--- src/rtl/uart_tx_fifo.sv ---
// Transmit FIFO between the APB register side and the UART transmitter: active-low push/pop strobes,
// registered head byte, register-decoded flags. Define UART_TX_FIFO_ERR_EN to enable the sticky overflow flag.
module uart_tx_fifo #(
   parameter int DEPTH_LOG2 = 4,
   parameter int WIDTH      = 8
) (
   input  logic                  clk,
   input  logic                  reset_n,
   input  logic                  write_n,
   input  logic [WIDTH-1:0]      data_in,
   input  logic                  read_n,
   input  logic                  flush,
   output logic [WIDTH-1:0]      data_out,
   output logic                  fifo_empty,
   output logic                  fifo_full,
   output logic [DEPTH_LOG2:0]   level,
   output logic                  overflow,
   input  logic                  clr_err
);

   localparam int unsigned ENTRIES = 1 << DEPTH_LOG2;
   localparam logic [DEPTH_LOG2:0] FULL_CNT = (DEPTH_LOG2+1)'(ENTRIES);
   localparam logic [DEPTH_LOG2:0] ONE_CNT  = (DEPTH_LOG2+1)'(1);
   localparam logic [DEPTH_LOG2-1:0] ONE_PTR = DEPTH_LOG2'(1);

   logic [WIDTH-1:0]      mem [ENTRIES];
   logic [DEPTH_LOG2-1:0] wptr_q, wptr_d;
   logic [DEPTH_LOG2-1:0] rptr_q, rptr_d;
   logic [DEPTH_LOG2:0]   count_q, count_d;
   logic [WIDTH-1:0]      data_out_q, data_out_d;
   logic                  overflow_q, overflow_d;
   logic                  push_ok, pop_ok, drop;

   assign fifo_empty = (count_q == '0);
   assign fifo_full  = (count_q == FULL_CNT);
   assign level      = count_q;
   assign data_out   = data_out_q;
   assign overflow   = overflow_q;

   always_comb begin
      pop_ok     = !read_n && !fifo_empty && !flush;
      // A full FIFO still takes a push when the same cycle frees the head slot.
      push_ok    = !write_n && (!fifo_full || pop_ok) && !flush;
      drop       = !write_n && fifo_full && !pop_ok && !flush;
      wptr_d     = wptr_q;
      rptr_d     = rptr_q;
      count_d    = count_q;
      data_out_d = data_out_q;
      if (flush) begin
         wptr_d  = '0;
         rptr_d  = '0;
         count_d = '0;
      end else begin
         if (push_ok) wptr_d = wptr_q + ONE_PTR;
         if (pop_ok) begin
            rptr_d     = rptr_q + ONE_PTR;
            data_out_d = mem[rptr_q];
         end
         if (push_ok && !pop_ok)      count_d = count_q + ONE_CNT;
         else if (pop_ok && !push_ok) count_d = count_q - ONE_CNT;
      end
`ifdef UART_TX_FIFO_ERR_EN
      overflow_d = overflow_q;
      if (clr_err) overflow_d = 1'b0;
      if (drop)    overflow_d = 1'b1;
`else
      overflow_d = 1'b0;
`endif
   end

`ifndef UART_TX_FIFO_ERR_EN
   logic unused_clr_err;
   assign unused_clr_err = clr_err ^ drop;
`endif

   always_ff @(posedge clk or negedge reset_n) begin
      if (!reset_n) begin
         wptr_q     <= '0;
         rptr_q     <= '0;
         count_q    <= '0;
         data_out_q <= '0;
         overflow_q <= 1'b0;
      end else begin
         wptr_q     <= wptr_d;
         rptr_q     <= rptr_d;
         count_q    <= count_d;
         data_out_q <= data_out_d;
         overflow_q <= overflow_d;
      end
   end

   // Storage has no reset so it can map onto distributed/block RAM.
   always_ff @(posedge clk) begin
      if (push_ok && reset_n) mem[wptr_q] <= data_in;
   end

endmodule

--- config.mk ---
export PLATFORM = sky130hd
export DESIGN_NAME = uart_tx_fifo
export DESIGN_NICKNAME = d
export VERILOG_FILES = /design/src/rtl/uart_tx_fifo.sv
export SDC_FILE = /design/constraint.sdc
export NUM_CORES = 1
export LEC_CHECK = 0
export BUFFER_PORTS_ARGS = -buffer_cell sky130_fd_sc_hd__buf_2
export CAP_MARGIN = 5
export CELL_PAD_IN_SITES_DETAIL_PLACEMENT = 1
export CELL_PAD_IN_SITES_GLOBAL_PLACEMENT = 1
export CORE_ASPECT_RATIO = 1.4
export CORE_UTILIZATION = 40
export DETAILED_ROUTE_END_ITERATION = 10
export HOLD_SLACK_MARGIN = 0.15
export PLACE_DENSITY = 0.66
export SLEW_MARGIN = 10
export SYNTH_ARGS = -nofsm -noshare
export SYNTH_HDL_FRONTEND = slang
export SYNTH_SLANG_ARGS = --single-unit
--- constraint.sdc ---
create_clock -name clk -period 4.9 [get_ports clk]
set_input_delay 0.245 -clock clk [delete_from_list [all_inputs] [get_ports clk]]
set_output_delay 0.245 -clock clk [all_outputs]
set_load 0.02 [all_outputs]
==> metrics.sh <==
POST_ROUTE_CELLS_DRIVE_ABOVE_1_SHARE_PCT=27.6
PATH_CELLS='nor4_4 -> mux2i_1 -> ha_1 -> a21o_1 -> a21oi_1 -> xor2_1 -> nor4_2 -> a221o_1'
CRITICAL-PATH-TOP-DELAY-FAMILY='multiplexers'
CTS-BUFFERS-INSERTED=17
FP.COREAREA_UM2=14900
SYN-MEAN-INSTANCE-AREA_UM2=18.4
PLACE_WS_NS=1.88
ANTENNA_CELLS=0
DRC=2
SLEW-LIMIT-HEADROOM_PCT=28.5
POSTCTSSETUPBUFFERS=0
P_PER_AREA_nW_PER_UM2=490
ROUTE.DETAILED.WL_PER_INST_UM=22.5
SYNTH-EDFF-COUNT=128
CHIP_HEIGHT_UM=148
WORSTREGTOREGCELLS=8
HOLD_PATH.CLASS='input pin to register'
SETUP-VIOLATIONS-FINAL=0
DESIGN.DIE.AREA_UM2=15700
CLOCK_LATENCY_NS=0.43
DR.PASS1.ITERS=7
CLOCK_ROOT_BUFFER='sky130_fd_sc_hd__clkbuf_16'
CTS_TREE='done'
TIMING_HOLD_VIOLATIONS_FINAL=0
ANTENNA_FOUND_INITIAL=0
GLOBAL_ROUTE_WIRE_LENGTH_BEFORE_REPAIR_UM=19700
WORST_SLEW_PIN_SLEW_NS=1.07
FIN_CRIT_NS=2.97
DRT-VIAS-PER-INSTANCE=5.41
MOSTFREQUENTLAYOUTCELLS='sky130_fd_sc_hd__edfxtp_1, sky130_fd_sc_hd__mux4_2, sky130_fd_sc_hd__buf_2, sky130_fd_sc_hd__nor2_1, sky130_fd_sc_hd__nand2_1'
SYNTH_TOP_CELLS_BY_AREA='sky130_fd_sc_hd__edfxtp_1, sky130_fd_sc_hd__mux4_2, sky130_fd_sc_hd__dfrtp_1'
LARGEST_NET_DEGREE_AT_THE_START_OF_GLOBAL_ROUTING=26
HOLD_DEPTH=1
DIE_WIDTH_UM=106
CRITICALPATHCATEGORY='register to register'
CLKTRANSATPATHREGS_NS=0.07
YS_ASYNC_SR_FRACTION_PCT=14.1
SYNTH_AREA_LEADER_CELL='sky130_fd_sc_hd__edfxtp_1'
TOTALNEGATIVESETUPSLACK_NS=0
IR_DROP_mV=0.214
ENDPOINT_KIND='register'
FIN_TOTAL_PWR_mW=3.45
FMAX_MHz=337
FINALMAXSLEWVIOLATIONS=0
SYNTHESIS.NETS=356
AREA_DELTA_SYNTH_FINAL_PCT=15.6
CRITICAL_PATH.MAX_FANOUT=8
VIAS=3093
SYNTH.LIB_CELLS_USED.DISTINCT=38
CRITPATHREQUIREDTIME_NS=5.21
CAP_VIOL_MAX_COUNT=0
TIMING.CRITICAL_PATH.BUF_INV=0
YOSYS_REGISTER_BITS=149
TRITONCTS_NUM_SINKS=149
POST_CTS_RESIZED=0
NNETSFINAL=391
IOPINCOUNT=30
STATUS='finished with violations'
FLOORPLAN.INITIALDENSITY_PCT=40.9
ROWS=53
GLOBALROUTEOVERFLOWTOTAL=0
WORST_CLOCK_SKEW_NS=0.0118
MIN_PERIOD_OVER_PERIOD_PCT=60.6
FINAL.SETUP.WORST_SLACK_NS=1.93
GRT_SETUP_UNREPAIRED='no'
YOSYSWARNINGS=0
CRITICAL_PATH.MAX_STAGE_DELAY_NS=0.61
POST_SYNTH_INST_COUNT=332
H-TREE-DEPTH=4
WORST_HOLD_SLACK_NS=0.202
CTS_HOLD_BUF=1
CPMAXSTAGEDELAYCELL='sky130_fd_sc_hd__mux2i_1'
MOSTFREQUENTLAYOUTCELL='sky130_fd_sc_hd__edfxtp_1'
FIRST_GLOBAL_VIAS=3381
VIOLATIONS='DRC'
WORST_SETUP_PATH_START_KIND='register'
WORSTSETUPPATHDEPTH=8
STATIC-LEAKAGE-POWER_nW=2.37
SYNTH_LARGEST_TYPE_AREA_FRACTION_PCT=63.1
PORT-BUFFER-COUNT=27
CLOCKBUFFERDEPTH=2
YS.FLOP_TYPE='sky130_fd_sc_hd__edfxtp_1'
HPWL_UM=8100
SEQ_TOTAL_AREA_YOSYS_PCT=71.7
DETAILEDROUTE.FIRSTITERATIONVIOLATIONS=190
SYN_AREA_UM2=6100
GPL.FINAL_WEIGHTED_CONGESTION=0.720
WORST_EP_ARRIVAL_TIME_NS=3.28
ROUTE.FINAL.WIRE_LENGTH_UM=12900
FINAL_ANTENNA_VIOLATING_NET_COUNT=0
GLOBAL_ROUTE.USAGE.TOTAL_PCT=17.9
## Yosys cell counts, types with 3 or more instances
| library cell | n |
|---|---|
| sky130_fd_sc_hd__edfxtp_1 | 128 |
| sky130_fd_sc_hd__mux4_2 | 32 |
| sky130_fd_sc_hd__nand2_1 | 24 |
| sky130_fd_sc_hd__nor2_1 | 24 |
| sky130_fd_sc_hd__dfrtp_1 | 21 |
| sky130_fd_sc_hd__mux2i_1 | 17 |
| sky130_fd_sc_hd__ha_1 | 9 |
| sky130_fd_sc_hd__buf_2 | 8 |
| sky130_fd_sc_hd__o221ai_1 | 8 |
| sky130_fd_sc_hd__clkbuf_1 | 6 |
| sky130_fd_sc_hd__xor2_1 | 6 |
| sky130_fd_sc_hd__a21oi_1 | 5 |
| sky130_fd_sc_hd__nor3_1 | 5 |
| sky130_fd_sc_hd__xnor2_1 | 4 |
| sky130_fd_sc_hd__inv_1 | 3 |
| sky130_fd_sc_hd__nand2b_1 | 3 |
## power by group
part / internal, mW / leakage (nW) / switching (mW) / total [mW]
Combinational: 0.255 / 0.649 / 0.327 / 0.581
Clock: 0.775 / 0.294 / 0.563 / 1.34
Sequential: 1.44 / 1.42 / 0.0905 / 1.53
Total: 2.47 / 2.37 / 0.980 / 3.45
## per-stage QoR
stage,cell area (µm²),instances,utilization (%)
after floorplan,6100,332,-
after global placement,6430,539,43.1
after detailed placement,6430,539,43.1
after CTS,7040,572,47.2
after global routing,7040,572,47.2
final,7040,572,47.2
## registers in the layout (all words and copies together), names as in the netlist
register	cells
mem	128
wptr_q	4
data_out	8
rptr_q	4
level	5
## kinds of logic after synthesis
group / count (synthesis) / share of synthesized area [%]
adder cells (fa/ha/maj): 10 / 2.18
flip-flops: 149 / 71.7
other: 1 / 0.0615
AO/OA/AOI/OAI: 22 / 2.81
multiplexers: 50 / 14.8
AND/OR/NAND/NOR: 68 / 5.25
buffers and inverters: 22 / 1.79
XOR/XNOR: 10 / 1.44
## worst register-to-register path, cell delays in order (launching register included)
cell and delay (ns):
sky130_fd_sc_hd__dfrtp_1 0.48, sky130_fd_sc_hd__nor4_4 0.51, sky130_fd_sc_hd__mux2i_1 0.61, sky130_fd_sc_hd__ha_1 0.36, sky130_fd_sc_hd__a21o_1 0.17, sky130_fd_sc_hd__a21oi_1 0.17, sky130_fd_sc_hd__xor2_1 0.23, sky130_fd_sc_hd__nor4_2 0.06
sky130_fd_sc_hd__a221o_1 0.26
## final timing paths
path / endpoint / slack (ns) / from
max reg2reg: level[4]$_DFFE_PN0P_ / 1.93 / level[0]$_DFFE_PN0P_
max: level[4]$_DFFE_PN0P_ / 1.93 / level[0]$_DFFE_PN0P_
min in group asynchronous: wptr_q[1]$_DFFE_PN0P_ / 0.34 / reset_n
min reg2reg: data_out[6]$_DFFE_PN0P_ / 0.52 / data_out[6]$_DFFE_PN0P_
min: mem[7][2]$_DFFE_PP_ / 0.20 / data_in[2]
max in group asynchronous: rptr_q[1]$_DFFE_PN0P_ / 4.15 / reset_n
## layer usage
layer  wire length (µm)  global-route usage [%]
met5                  0                       0
met2               6960                    31.6
met1               5090                    19.7
met4                384                    9.31
met3                429                    4.69
## layout make-up
cell class,instances,area [µm²]
fill,1423,7880
sequential,149,4370
tap,192,240
clock buffer,17,425
multi-input combinational,161,1620
timing repair buffer,35,198
inverter,3,11.3
clock inverter,15,181
(Power assumes the default switching activity.)
